[src/rtl/controle_escrita_if.sv]
// rtl/controle_escrita_if.sv - requester handshakes and register-bank write port of controle_escrita
interface controle_escrita_if #(
    parameter int LARG = 16
);
    logic            valido0;
    logic [3:0]      reg0;
    logic [LARG-1:0] dado0;
    logic            pronto0;
    logic            valido1;
    logic [3:0]      reg1;
    logic [LARG-1:0] dado1;
    logic            pronto1;
    logic            sinal;
    logic [3:0]      entrada3;
    logic [LARG-1:0] dado;
    logic [15:0]     pendente;
    logic            ocioso;

    modport master (
        output valido0, reg0, dado0, valido1, reg1, dado1,
        input  pronto0, pronto1, sinal, entrada3, dado, pendente, ocioso
    );

    modport slave (
        input  valido0, reg0, dado0, valido1, reg1, dado1,
        output pronto0, pronto1, sinal, entrada3, dado, pendente, ocioso
    );
endinterface

[src/rtl/controle_escrita.sv]
// rtl/controle_escrita.sv - round-robin write-port arbiter with per-requester FIFOs
// Two writeback sources share the bank write port; pendente exposes in-flight destinations.
module controle_escrita #(
    parameter int PROF = 2,
    parameter int LARG = 16
) (
    input  logic                clk,
    input  logic                reset,
    controle_escrita_if.slave   bus
);
    localparam int CW = $clog2(PROF + 1);
    localparam int PW = (PROF > 1) ? $clog2(PROF) : 1;
    localparam logic [CW-1:0] PROF_C = CW'(PROF);
    localparam logic [PW-1:0] PTR_LAST = PW'(PROF - 1);

    logic            w_gnt_valid;
    logic            w_gnt_idx;
    logic            r_ultimo;
    logic            r_sinal;
    logic [3:0]      r_entrada3;
    logic [LARG-1:0] r_dado;

    for (genvar n = 0; n < 2; n++) begin : g_fifo
        logic [3:0]      r_mreg  [PROF];
        logic [LARG-1:0] r_mdado [PROF];
        logic [PROF-1:0] r_vld;
        logic [PW-1:0]   r_wptr;
        logic [PW-1:0]   r_rptr;
        logic [CW-1:0]   r_count;
        logic            w_valido_in;
        logic [3:0]      w_reg_in;
        logic [LARG-1:0] w_dado_in;
        logic            w_pronto;
        logic            w_push;
        logic            w_pop;
        logic            w_nempty;
        logic [3:0]      w_head_reg;
        logic [LARG-1:0] w_head_dado;
        logic [15:0]     w_pend;

        assign w_valido_in = (n == 0) ? bus.valido0 : bus.valido1;
        assign w_reg_in    = (n == 0) ? bus.reg0    : bus.reg1;
        assign w_dado_in   = (n == 0) ? bus.dado0   : bus.dado1;

        // Space is judged on pre-edge occupancy: a same-cycle pop never frees room for a push.
        assign w_pronto    = !reset && (r_count < PROF_C);
        assign w_push      = w_valido_in && w_pronto;
        assign w_pop       = w_gnt_valid && (w_gnt_idx == 1'(n));
        assign w_nempty    = (r_count != '0);
        assign w_head_reg  = r_mreg[r_rptr];
        assign w_head_dado = r_mdado[r_rptr];

        always_ff @(posedge clk) begin
            if (w_push) begin
                r_mreg[r_wptr]  <= w_reg_in;
                r_mdado[r_wptr] <= w_dado_in;
            end
        end

        always_ff @(posedge clk) begin
            if (reset) begin
                r_vld   <= '0;
                r_wptr  <= '0;
                r_rptr  <= '0;
                r_count <= '0;
            end else begin
                if (w_push) begin
                    r_vld[r_wptr] <= 1'b1;
                    r_wptr        <= (r_wptr == PTR_LAST) ? '0 : r_wptr + 1'b1;
                end
                if (w_pop) begin
                    r_vld[r_rptr] <= 1'b0;
                    r_rptr        <= (r_rptr == PTR_LAST) ? '0 : r_rptr + 1'b1;
                end
                if (w_push && !w_pop) begin
                    r_count <= r_count + 1'b1;
                end else if (w_pop && !w_push) begin
                    r_count <= r_count - 1'b1;
                end
            end
        end

        always_comb begin
            w_pend = '0;
            for (int i = 0; i < PROF; i++) begin
                if (r_vld[i]) begin
                    w_pend[r_mreg[i]] = 1'b1;
                end
            end
        end
    end

    // With both FIFOs occupied the requester that did not win last time is served.
    always_comb begin
        w_gnt_valid = 1'b0;
        w_gnt_idx   = 1'b0;
        if (g_fifo[0].w_nempty && g_fifo[1].w_nempty) begin
            w_gnt_valid = 1'b1;
            w_gnt_idx   = ~r_ultimo;
        end else if (g_fifo[0].w_nempty) begin
            w_gnt_valid = 1'b1;
            w_gnt_idx   = 1'b0;
        end else if (g_fifo[1].w_nempty) begin
            w_gnt_valid = 1'b1;
            w_gnt_idx   = 1'b1;
        end
    end

    always_ff @(posedge clk) begin
        if (reset) begin
            r_sinal    <= 1'b0;
            r_entrada3 <= '0;
            r_dado     <= '0;
            r_ultimo   <= 1'b1;
        end else begin
            r_sinal <= w_gnt_valid;
            if (w_gnt_valid) begin
                r_entrada3 <= w_gnt_idx ? g_fifo[1].w_head_reg  : g_fifo[0].w_head_reg;
                r_dado     <= w_gnt_idx ? g_fifo[1].w_head_dado : g_fifo[0].w_head_dado;
                r_ultimo   <= w_gnt_idx;
            end
        end
    end

    logic [15:0] w_pend_out;
    always_comb begin
        w_pend_out = '0;
        if (r_sinal) begin
            w_pend_out[r_entrada3] = 1'b1;
        end
    end

    assign bus.pronto0  = g_fifo[0].w_pronto;
    assign bus.pronto1  = g_fifo[1].w_pronto;
    assign bus.sinal    = r_sinal;
    assign bus.entrada3 = r_entrada3;
    assign bus.dado     = r_dado;
    assign bus.pendente = reset ? 16'h0000 : (g_fifo[0].w_pend | g_fifo[1].w_pend | w_pend_out);
    assign bus.ocioso   = reset || (!g_fifo[0].w_nempty && !g_fifo[1].w_nempty && !r_sinal);
endmodule

[src/flat_wrapper.sv]
// flat-port wrapper written by rule: the top's interface ports become plain ports
module controle_escrita_flat 
#(
    parameter int PROF = 2,
    parameter int LARG = 16
)
  (clk, reset, bus_valido0, bus_reg0, bus_dado0, bus_valido1, bus_reg1, bus_dado1, bus_pronto0, bus_pronto1, bus_sinal, bus_entrada3, bus_dado, bus_pendente, bus_ocioso);
  controle_escrita_if #(.LARG(LARG)) bus_i ();
  input  logic clk;
  input  logic reset;
  input wire logic [$bits(bus_i.valido0)-1:0] bus_valido0;
  input wire logic [$bits(bus_i.reg0)-1:0] bus_reg0;
  input wire logic [$bits(bus_i.dado0)-1:0] bus_dado0;
  input wire logic [$bits(bus_i.valido1)-1:0] bus_valido1;
  input wire logic [$bits(bus_i.reg1)-1:0] bus_reg1;
  input wire logic [$bits(bus_i.dado1)-1:0] bus_dado1;
  output wire logic [$bits(bus_i.pronto0)-1:0] bus_pronto0;
  output wire logic [$bits(bus_i.pronto1)-1:0] bus_pronto1;
  output wire logic [$bits(bus_i.sinal)-1:0] bus_sinal;
  output wire logic [$bits(bus_i.entrada3)-1:0] bus_entrada3;
  output wire logic [$bits(bus_i.dado)-1:0] bus_dado;
  output wire logic [$bits(bus_i.pendente)-1:0] bus_pendente;
  output wire logic [$bits(bus_i.ocioso)-1:0] bus_ocioso;
  assign bus_i.valido0 = bus_valido0;
  assign bus_i.reg0 = bus_reg0;
  assign bus_i.dado0 = bus_dado0;
  assign bus_i.valido1 = bus_valido1;
  assign bus_i.reg1 = bus_reg1;
  assign bus_i.dado1 = bus_dado1;
  assign bus_pronto0 = bus_i.pronto0;
  assign bus_pronto1 = bus_i.pronto1;
  assign bus_sinal = bus_i.sinal;
  assign bus_entrada3 = bus_i.entrada3;
  assign bus_dado = bus_i.dado;
  assign bus_pendente = bus_i.pendente;
  assign bus_ocioso = bus_i.ocioso;
  controle_escrita #(.PROF(PROF), .LARG(LARG)) u_core (.clk(clk), .reset(reset), .bus(bus_i));
endmodule
[config.mk]
export PLATFORM = sky130hd
export DESIGN_NAME = controle_escrita_flat
export DESIGN_NICKNAME = d
export VERILOG_FILES = /design/src/rtl/controle_escrita_if.sv /design/src/rtl/controle_escrita.sv /design/src/flat_wrapper.sv
export SDC_FILE = /design/constraint.sdc
export NUM_CORES = 1
export LEC_CHECK = 0
export BUFFER_PORTS_ARGS = -buffer_cell sky130_fd_sc_hd__buf_2
export CAP_MARGIN = 20
export CORE_MARGIN = 10
export CORE_UTILIZATION = 31
export DETAILED_ROUTE_END_ITERATION = 16
export PLACE_DENSITY = 0.51
export SLEW_MARGIN = 25
export SYNTH_ARGS = -nofsm -noshare
export SYNTH_HDL_FRONTEND = slang
export SYNTH_SLANG_ARGS = --single-unit
[constraint.sdc]
create_clock -name clk -period 5.1 [get_ports clk]
set_clock_uncertainty 0.15 [all_clocks]
set_input_delay 0.51 -clock clk [delete_from_list [all_inputs] [get_ports clk]]
set_output_delay 0.51 -clock clk [all_outputs]
set_load 0.01 [all_outputs]
==> results of run 1 <==
-- worst min path at each step --
stage	startpoint	endpoint	slack, ns	cells past startpoint
3_5_place_dp	u_core.bus.dado[8]	u_core.bus.dado[8]	0.31	1
6_report	bus_dado1[11]	u_core.g_fifo[1].r_mdado[1][11]	0.15	1
5_1_grt	bus_dado1[11]	u_core.g_fifo[1].r_mdado[0][11]	0.13	1
4_1_cts	bus_dado1[11]	u_core.g_fifo[1].r_mdado[1][11]	0.13	1
2_1_floorplan	u_core.g_fifo[0].r_rptr	u_core.g_fifo[0].r_vld[1]	0.30	1
3_3_place_gp	u_core.bus.dado[6]	u_core.bus.dado[6]	0.31	1
-- metrics by stage --
stage / worst slack [ns] / cell area (um^2) / hold slack, ns / power [mW]
final: 2.301 / 6319 / 0.1462 / 3.325
after floorplan: 2.567 / 5109 / 0.2995 / 1.928
after detailed placement: 2.376 / 5734 / 0.3098 / 2.230
after global placement: 2.447 / 5734 / 0.3094 / 2.220
after CTS: 2.244 / 6301 / 0.1346 / 3.354
after global routing: 2.199 / 6316 / 0.1298 / 3.512
-- power groups by stage --
stage          registers (mW)  logic, mW  clock network, mW
2_1_floorplan            1.28      0.650                  0
3_3_place_gp             1.33      0.892                  0
3_5_place_dp             1.33      0.901                  0
4_1_cts                  1.31      0.909               1.13
5_1_grt                  1.34      0.994               1.18
6_report                 1.31      0.893               1.12
-- layout by cell type (no fill, tap or decap), types with 4 or more instances in the layout --
master	synthesis	layout
buf_4	3	4
clkinv_2	0	6
clkbuf_16	0	17
a32oi_1	4	4
nor3b_1	5	5
nor2_1	12	12
dfxtp_1	36	36
a21oi_1	9	8
and3b_1	11	11
a41oi_1	4	4
mux2i_1	38	38
a32o_1	19	19
o21ai_0	13	13
o21ai_1	11	10
edfxtp_1	80	80
buf_2	14	83
a22oi_1	24	24
nor2b_1	11	11
and3_1	6	5
clkinvlp_4	0	4
xor2_1	4	4
nand2_1	15	15
or3_1	4	4
a31oi_1	13	13
nand3_1	31	31
-- registers in the layout, summed over array words and instances, names as in the netlist, named ones only --
register / count
u_core.g_fifo.r_mdado: 64
u_core.g_fifo.r_vld: 4
u_core.bus.dado: 16
u_core.bus.sinal: 1
u_core.g_fifo.r_count: 4
u_core.r_ultimo: 1
u_core.g_fifo.r_rptr: 2
u_core.g_fifo.r_wptr: 2
u_core.g_fifo.r_mreg: 16
u_core.bus.entrada3: 4
-- worst register-to-register path, cell delays in order (launching register included) --
cell     delay [ns]
dfxtp_1        0.51
or2_1          0.72
nand2_1        0.22
ha_1           0.28
xor2_1         0.15
or3_1          0.31
a21oi_1        0.14
-- cell families after synthesis --
family / Yosys count / share of synthesized area, %
AOI/OAI and AO/OA: 108 / 15.31
and+or+nand+nor: 107 / 12.22
adders and majority gates: 2 / 0.4898
DFF: 116 / 61.13
muxes: 39 / 7.666
buffers and inverters: 22 / 2.327
xor gates and xnor gates: 5 / 0.8572
-- layer usage --
layer  up-vias  share of wire (%)  global-route usage (%)
li1       1769                  -                       -
met1      1821                 45                   16.17
met2       140                 47                   21.03
met3        23                6.2                   3.762
met4         0                1.8                   4.559
met5         -                  0                       0
-- cell usage after synthesis, types with 2 or more instances --
| library cell | instances | share of area (%) |
|---|---|---|
| nor2b_1 | 11 | 1.3 |
| o21ai_1 | 11 | 1.1 |
| a32o_1 | 19 | 3.7 |
| mux2i_1 | 38 | 7.4 |
| nor4b_2 | 2 | 0.59 |
| and2_1 | 3 | 0.37 |
| and3_1 | 6 | 0.73 |
| nor2_2 | 2 | 0.24 |
| nor3b_1 | 5 | 0.73 |
| dfxtp_1 | 36 | 14 |
| xor2_1 | 4 | 0.69 |
| or3_1 | 4 | 0.49 |
| nand3_1 | 31 | 3.0 |
| ha_1 | 2 | 0.49 |
| a31oi_1 | 13 | 1.6 |
| buf_2 | 14 | 1.4 |
| buf_1 | 3 | 0.22 |
| a22oi_1 | 24 | 3.5 |
| a41oi_1 | 4 | 0.69 |
| nand2_1 | 15 | 1.1 |
| o21ai_0 | 13 | 1.3 |
| nor2_1 | 12 | 0.88 |
| a32oi_1 | 4 | 0.69 |
| a21oi_1 | 9 | 0.88 |
| buf_4 | 3 | 0.44 |
| o32ai_1 | 2 | 0.34 |
| and3b_1 | 11 | 1.9 |
| edfxtp_1 | 80 | 47 |
-- area by class of cell --
| type | instances | area, um^2 | area share [%] |
|---|---|---|---|
| antenna | 1 | 2.502 | 0.03960 |
| timing repair buffer | 87 | 445.4 | 7.050 |
| multi-input combinational | 261 | 1907 | 30.18 |
| clock buffer | 17 | 425.4 | 6.733 |
| tap | 216 | 270.3 | 4.277 |
| sequential | 116 | 3123 | 49.43 |
| inverter | 1 | 3.754 | 0.05941 |
| clock inverter | 15 | 141.4 | 2.238 |
==> metrics.txt, run 1 <==
outcome finished clean; ANT nets after route 0; part of the power in registers 39.5%; critical path buffer and inverter count 1; CP Class flop to output port; Clk pin slew, worst setup/hold paths 0.05 ns; internal power 2.228 mW; full die area 22,010 um^2; Worst Setup EP bus_pendente[6]; EDFF count, synth 80; share of layout cells above drive strength 1 26.36%; Max Fanout on Critical Path 5; Hold-fix buffers, CTS 0; maximum clock rate 0.3572 GHz; Critical Path AT 2.14 ns; Largest delay share family, worst path compound AO/OA/AOI/OAI gates; RR Startpoint u_core.g_fifo[1].r_count[1]; nets 530; Avg Cell Area, Syn 12.80 um^2; starting density of the core 31.93%; non-filler instance count after layout 714; final worst-path cycle share 54.89%; CP max stage delay 0.54 ns; drt first-iter violations 284; final design utilization 39.49%; slowest stage cell, crit path nor3b_1; slew margin rel. 31.83%; reg-to-reg setup timing slack 2.55 ns; FF-to-FF path depth 6; GP Congestion 0.8735; Pleak 2.247 nW; Most used DFF post-synth edfxtp_1; drt pass-1 iters 5; CP startpoint u_core.g_fifo[0].r_mreg[1][0]; r2r endpoint u_core.g_fifo[1].r_count[1]; asr flop ratio synth 0%; vias per cell 5.256; drt wl/cell 19.95 um; Post-Place Cells 681; type of the tightest min-delay check input port to flop; Cell Area, Synth 5109 um^2; FF+latch count, synth 116; area growth from synthesis to layout 23.68%; Post-CTS Setup Bufs 0; Synthesized Nets 445; all-layer global routing usage 12.99%; CP Capture Type output port; Num CTS Buffers 17; core area 16,000 um^2; Switch Pwr 1.097 mW; Synth Instances 399; initial antenna violation count 1; count of different cell masters after synthesis 46; sequential area share after synthesis 61.13%; VDD IR-drop max 0.2720 mV; Fin. Hold Viols 0; setup repair after global routing missed its margin no; I/O pins 84; final setup violation count 0; WP depth 4; # rows 46; startpoint types flop; minimum clock period 2.799 ns; CTS Root Cell clkbuf_16; Pins Over Slew Limit 0; CTS max path bufs 2; Port Buf Inserts 83; Critical Path RT 4.44 ns; Sink Count 116; setup TNS 0 ns; largest net degree at the start of global routing 40; crit path cell chain nor3b_1 -> a32oi_1 -> a41oi_1 -> buf_2; DPL Wire Length 10,050 um; Worst Max-Slew Pin Slew 1.023 ns; residual DRC count 0; global-route wire length before repair 22,400 um; CTS tree yes; Vias 3,753; clk_lat worst skew 0.40 ns; maxcap violations 0; Net Sw Frac 32.99%; Logic pwr share 26.8%; GRT overflow 0; Synth Warn # 0; share of total power in the clock network 33.6%; CTS H-tree lvls 4; DRT Wirelength 14,240 um; vias in the first global route 3,873; Power Dens Cells 526.2 nW/um^2; post_cts resized 0; # fillers 1,562; overall die height 148.4 um; DIE WIDTH 148.4 um
Power figures use the tool's default switching activity.
==> run 2: changes to the inputs <==
PLACE_DENSITY = 0.53   (was 0.51)
clock period = 2.54 ns   (was 5.1 ns; I/O delays follow)
==> metrics.txt, run 2 (synthesized netlist as in run 1, its figures left out) <==
residual DRC count 0; CTS H-tree lvls 4; post_cts resized 0; largest net degree at the start of global routing 29; r2r endpoint u_core.g_fifo[0].r_count[1]; hold depth 2; final setup violation count 0; maxcap violations 0; Vias 3,960; Clk pin slew, worst setup/hold paths 0.06 ns; global-route wire length before repair 22,940 um; overall die height 148.4 um; FF-to-FF path depth 6; ANT nets after route 0; startpoint types flop; DPL Wire Length 10,560 um; drt pass-1 iters 4; Num CTS Buffers 17; Critical Path AT 1.98 ns; hold path start reset; met3 GRT Util 4.612%; Fin. Hold Viols 0; drt first-iter violations 232; setup repair after global routing missed its margin no; slew margin rel. 55.16%; vias in the first global route 4,023; setup TNS 0 ns; Hold Path End u_core.g_fifo[0].r_wptr; I/O pins 84; nets 580; Hold-fix buffers, CTS 40; commonest non-fill, non-tap cell in the layout buf_2; worst setup margin 0.1590 ns; Largest delay share family, worst path simple AND/OR/NAND/NOR gates; met2 global-route usage 21.68%; Post-CTS Setup Bufs 0; all-layer global routing usage 13.44%; RR Startpoint u_core.g_fifo[0].r_count[1]; VDD IR-drop max 0.6500 mV; outcome finished clean; final worst-path cycle share 93.74%; Placed Area 5831 um^2; Post-Place Worst Slack 0.5725 ns; vias per cell 5.183; drt wl/cell 19.49 um; GP Congestion 0.8168; CTS tree yes; CP Class flop to output port; starting density of the core 31.93%; Max Fanout on Critical Path 5; most flop-heavy register u_core.g_fifo.r_mdado; core area 16,000 um^2; Worst Max-Slew Pin Slew 0.6717 ns; CP max stage delay 0.58 ns; commonest non-fill, non-tap cells in the layout 83 x buf_2, 80 x edfxtp_1, 40 x dlygate4sd3_1, 38 x mux2i_1, 36 x dfxtp_1; DRT Wirelength 14,890 um; Sink Count 116; minimum clock period 2.381 ns; slowest stage cell, crit path nor3b_1; # rows 46; busiest grt layer met2; Power Dens Cells 1018 nW/um^2; met1 GRT Util 16.67%; post-route cell area 6839 um^2; type of the tightest min-delay check input port to flop; share of layout cells above drive strength 1 25.05%; critical path buffer and inverter count 1; crit path cell chain nor3b_1 -> a22oi_1 -> a31oi_1 -> buf_2; GRT overflow 0; maximum clock rate 0.4200 GHz; Critical Path RT 2.14 ns; Port Buf Inserts 83; Pleak 2.488 nW; area growth from synthesis to layout 33.87%; Pins Over Slew Limit 0; CP Capture Type output port; reg-to-reg setup timing slack 0.59 ns; clk_lat worst skew 0.40 ns; DIE WIDTH 148.4 um; CTS Root Cell clkbuf_16; initial antenna violation count 1; Largest register FFs 64; full die area 22,010 um^2; CTS max path bufs 2
run 2: cell type report:
cell class	instances	area, um^2
fill	1581	9161
sequential	116	3123
multi-input combinational	261	1888
timing repair buffer	137	945.9
clock buffer	18	429.2
tap	216	270.3
clock inverter	14	176.4
inverter	1	3.754
antenna	1	2.502
run 2: per-layer routing:
layer / share of wire (%) / up-vias
li1: - / 1877
met1: 45 / 1930
met2: 48 / 138
met3: 6.8 / 15
met4: 0.97 / 0
met5: 0 / -
run 2: power breakdown:
group	leakage [nW]	internal, mW	switching, mW
registers	1.03	2.32	0.327
logic	1.17	0.837	1.07
clock network	0.293	1.55	0.861
total	2.49	4.71	2.26
run 2: worst max path at each step:
| stage | cells after the start | from | to |
|---|---|---|---|
| finish | 4 | u_core.g_fifo[1].r_mreg[0][0] | bus_pendente[0] |
| detailed placement | 4 | flop | u_core.bus.dado[13] |
| floorplan | 4 | u_core.g_fifo[0].r_count[1] | u_core.g_fifo[0].r_vld[0] |
| CTS | 4 | u_core.g_fifo[0].r_mreg[1][0] | bus_pendente[6] |
| global placement | 6 | u_core.g_fifo[0].r_count[1] | u_core.g_fifo[0].r_count[1] |
| global route | 4 | u_core.g_fifo[0].r_mreg[1][0] | bus_pendente[6] |
run 2: worst reg2reg max path: stages (launching register included):
cell and delay [ns]:
dfxtp_1 0.57, nor2_4 0.12, nor2_1 0.17, inv_1 0.06
ha_1 0.31, or3_1 0.37, a21oi_1 0.13
run 2: metrics by stage:
stage	power, mW	instances	hold slack (ns)	util (%)
3_3_place_gp	4.531	691	0.2920	36.44
4_1_cts	7.051	763	0.02799	42.73
2_1_floorplan	3.872	399	0.2029	-
5_1_grt	7.344	763	0.04648	42.73
6_report	6.965	764	0.04093	42.74
3_5_place_dp	4.570	691	0.2951	36.44
==> run 3: changes to the inputs <==
==> constraint.sdc (replaced) <==
create_clock -name clk -period 2.54 [get_ports clk]
set_clock_uncertainty 0.15 [all_clocks]
set_input_delay 0.127 -clock clk [delete_from_list [all_inputs] [get_ports clk]]
set_output_delay 0.127 -clock clk [all_outputs]
set_load 0.01 [all_outputs]
==> metrics.txt, run 3 (synthesized netlist as in run 1, its figures left out) <==
GP Congestion 0.8263; outcome finished clean; commonest non-fill, non-tap cell in the layout buf_2; Pleak 2.440 nW; Post-Place Worst Slack 0.4170 ns; clk_lat worst skew 0.40 ns; Max Fanout on Critical Path 5; Vias 4,015; GRT overflow 0; maxcap violations 0; share of total power in the clock network 31.7%; non-filler instance count after layout 762; slew margin rel. 41.33%; Worst Max-Slew Pin Slew 0.8800 ns; Fin. Hold Viols 0; Clk pin slew, worst setup/hold paths 0.06 ns; nets 579; Largest register FFs 64; Sink Count 116; setup TNS 0 ns; area growth from synthesis to layout 32.33%; initial antenna violation count 0; VDD IR-drop max 0.7565 mV; antenna diode count 0; setup repair after global routing missed its margin no; Post-CTS Setup Bufs 0; CTS H-tree lvls 4; Placed Area 5788 um^2; most flop-heavy register u_core.g_fifo.r_mdado; CTS max path bufs 2; # fillers 1,565; full die area 22,010 um^2; overall die height 148.4 um; final setup violation count 0; internal power 4.372 mW; CP Class flop to output port; post_cts resized 0; largest net degree at the start of global routing 28; global-route wire length before repair 22,340 um; Net Sw Frac 34.05%; starting density of the core 31.93%; share of layout cells above drive strength 1 24.91%; CP Capture Type output port; startpoint types flop; drt pass-1 iters 5; Num CTS Buffers 17; hold path start bus_dado0[11]; Critical Path RT 2.26 ns; drt first-iter violations 226; Switch Pwr 2.257 mW; I/O pins 84; Critical Path AT 2.04 ns; vias per cell 5.269; worst setup margin 0.2215 ns; CTS tree yes; Pins Over Slew Limit 0; # rows 46; DPL Wire Length 10,130 um; FF-to-FF path depth 6; CP startpoint u_core.g_fifo[1].r_mreg[0][0]; core area 16,000 um^2; Power Dens Cells 980.6 nW/um^2; ANT nets after route 0; part of the power in registers 39.3%; commonest non-fill, non-tap cells in the layout 83 x buf_2, 80 x edfxtp_1, 43 x dlygate4sd3_1, 38 x mux2i_1, 36 x dfxtp_1; vias in the first global route 4,094; RR Startpoint u_core.g_fifo[0].r_count[1]; Post-Place Cells 687; Worst Setup EP bus_pendente[0]; type of the tightest min-delay check input port to flop; final worst-path cycle share 91.28%; minimum clock period 2.319 ns; post-route cell area 6760 um^2; r2r endpoint u_core.g_fifo[0].r_count[1]; CTS Root Cell clkbuf_16; maximum clock rate 0.4313 GHz; DIE WIDTH 148.4 um; Logic pwr share 29.0%; Hold Slack 0.2890 ns; DRT Wirelength 14,550 um; all-layer global routing usage 13.09%; residual DRC count 0; drt wl/cell 19.09 um; Port Buf Inserts 83; reg-to-reg setup timing slack 0.59 ns
[run 3: changes by cell type in the layout (fill, tap and decap cells not counted), moves of 3 or more]
cell,previous run,this run
clkinv_2,1,5
clkinvlp_4,1,4
buf_4,12,9
dlygate4sd3_1,40,43
bufinv_16,3,0
clkinv_4,5,2
[run 3: worst min-delay path by stage]
| stage | cells after the start | to | slack (ns) |
|---|---|---|---|
| floorplan | 0 | u_core.g_fifo[0].r_mdado[0][0] | 0.08 |
| global placement | 1 | u_core.g_fifo[0].r_mdado[0][9] | 0.16 |
| detailed placement | 1 | u_core.g_fifo[0].r_mdado[1][9] | 0.17 |
| CTS | 2 | u_core.g_fifo[0].r_mdado[0][11] | 0.27 |
| global route | 2 | u_core.g_fifo[1].r_mdado[0][13] | 0.28 |
| finish | 2 | u_core.g_fifo[0].r_mdado[0][11] | 0.29 |
[run 3: per-layer routing]
| metal | global-route usage, % | routed length (um) |
|---|---|---|
| met5 | 0 | 0 |
| met4 | 4.361 | 155 |
| met3 | 4.824 | 1007 |
| met2 | 20.85 | 6946 |
| met1 | 16.01 | 6441 |
[run 3: power groups by stage]
stage                     Clock [mW]  Combinational [mW]  Sequential [mW]
after floorplan                    0                1.30             2.57
after global placement             0                1.84             2.64
after detailed placement           0                1.89             2.64
after CTS                       2.14                1.95             2.61
after global routing            2.25                2.10             2.64
final                           2.10                1.92             2.60
[run 3: per-stage QoR]
step                total power, mW  utilization [%]
floorplan                     3.872                -
finish                        6.629            42.25
detailed placement            4.528            36.17
global placement              4.479            36.17
global route                  6.986            42.25
CTS                           6.693            42.20
[run 3: layout make-up]
type                    count  area (um^2)  area share, %
inverters                   1        3.754        0.05552
repair buffers            136        933.4          13.81
multi-input cells         261         1897          28.06
clock inverters            15        107.6          1.592
well taps                 216        270.3          3.998
clock buffers              17        425.4          6.293
flip-flops and latches    116         3123          46.20
[run 3: what timing repair did]
action	CTS	global route
endpoints found under the setup margin	0	0
hold buffers	43	0
endpoints found under the hold margin	93	0
[run 3: critical path, stage by stage, from the launching register on]
cell      delay (ns)
edfxtp_1        0.45
nor3b_1         0.59
a22oi_1         0.21
a31oi_1         0.24
buf_2           0.16
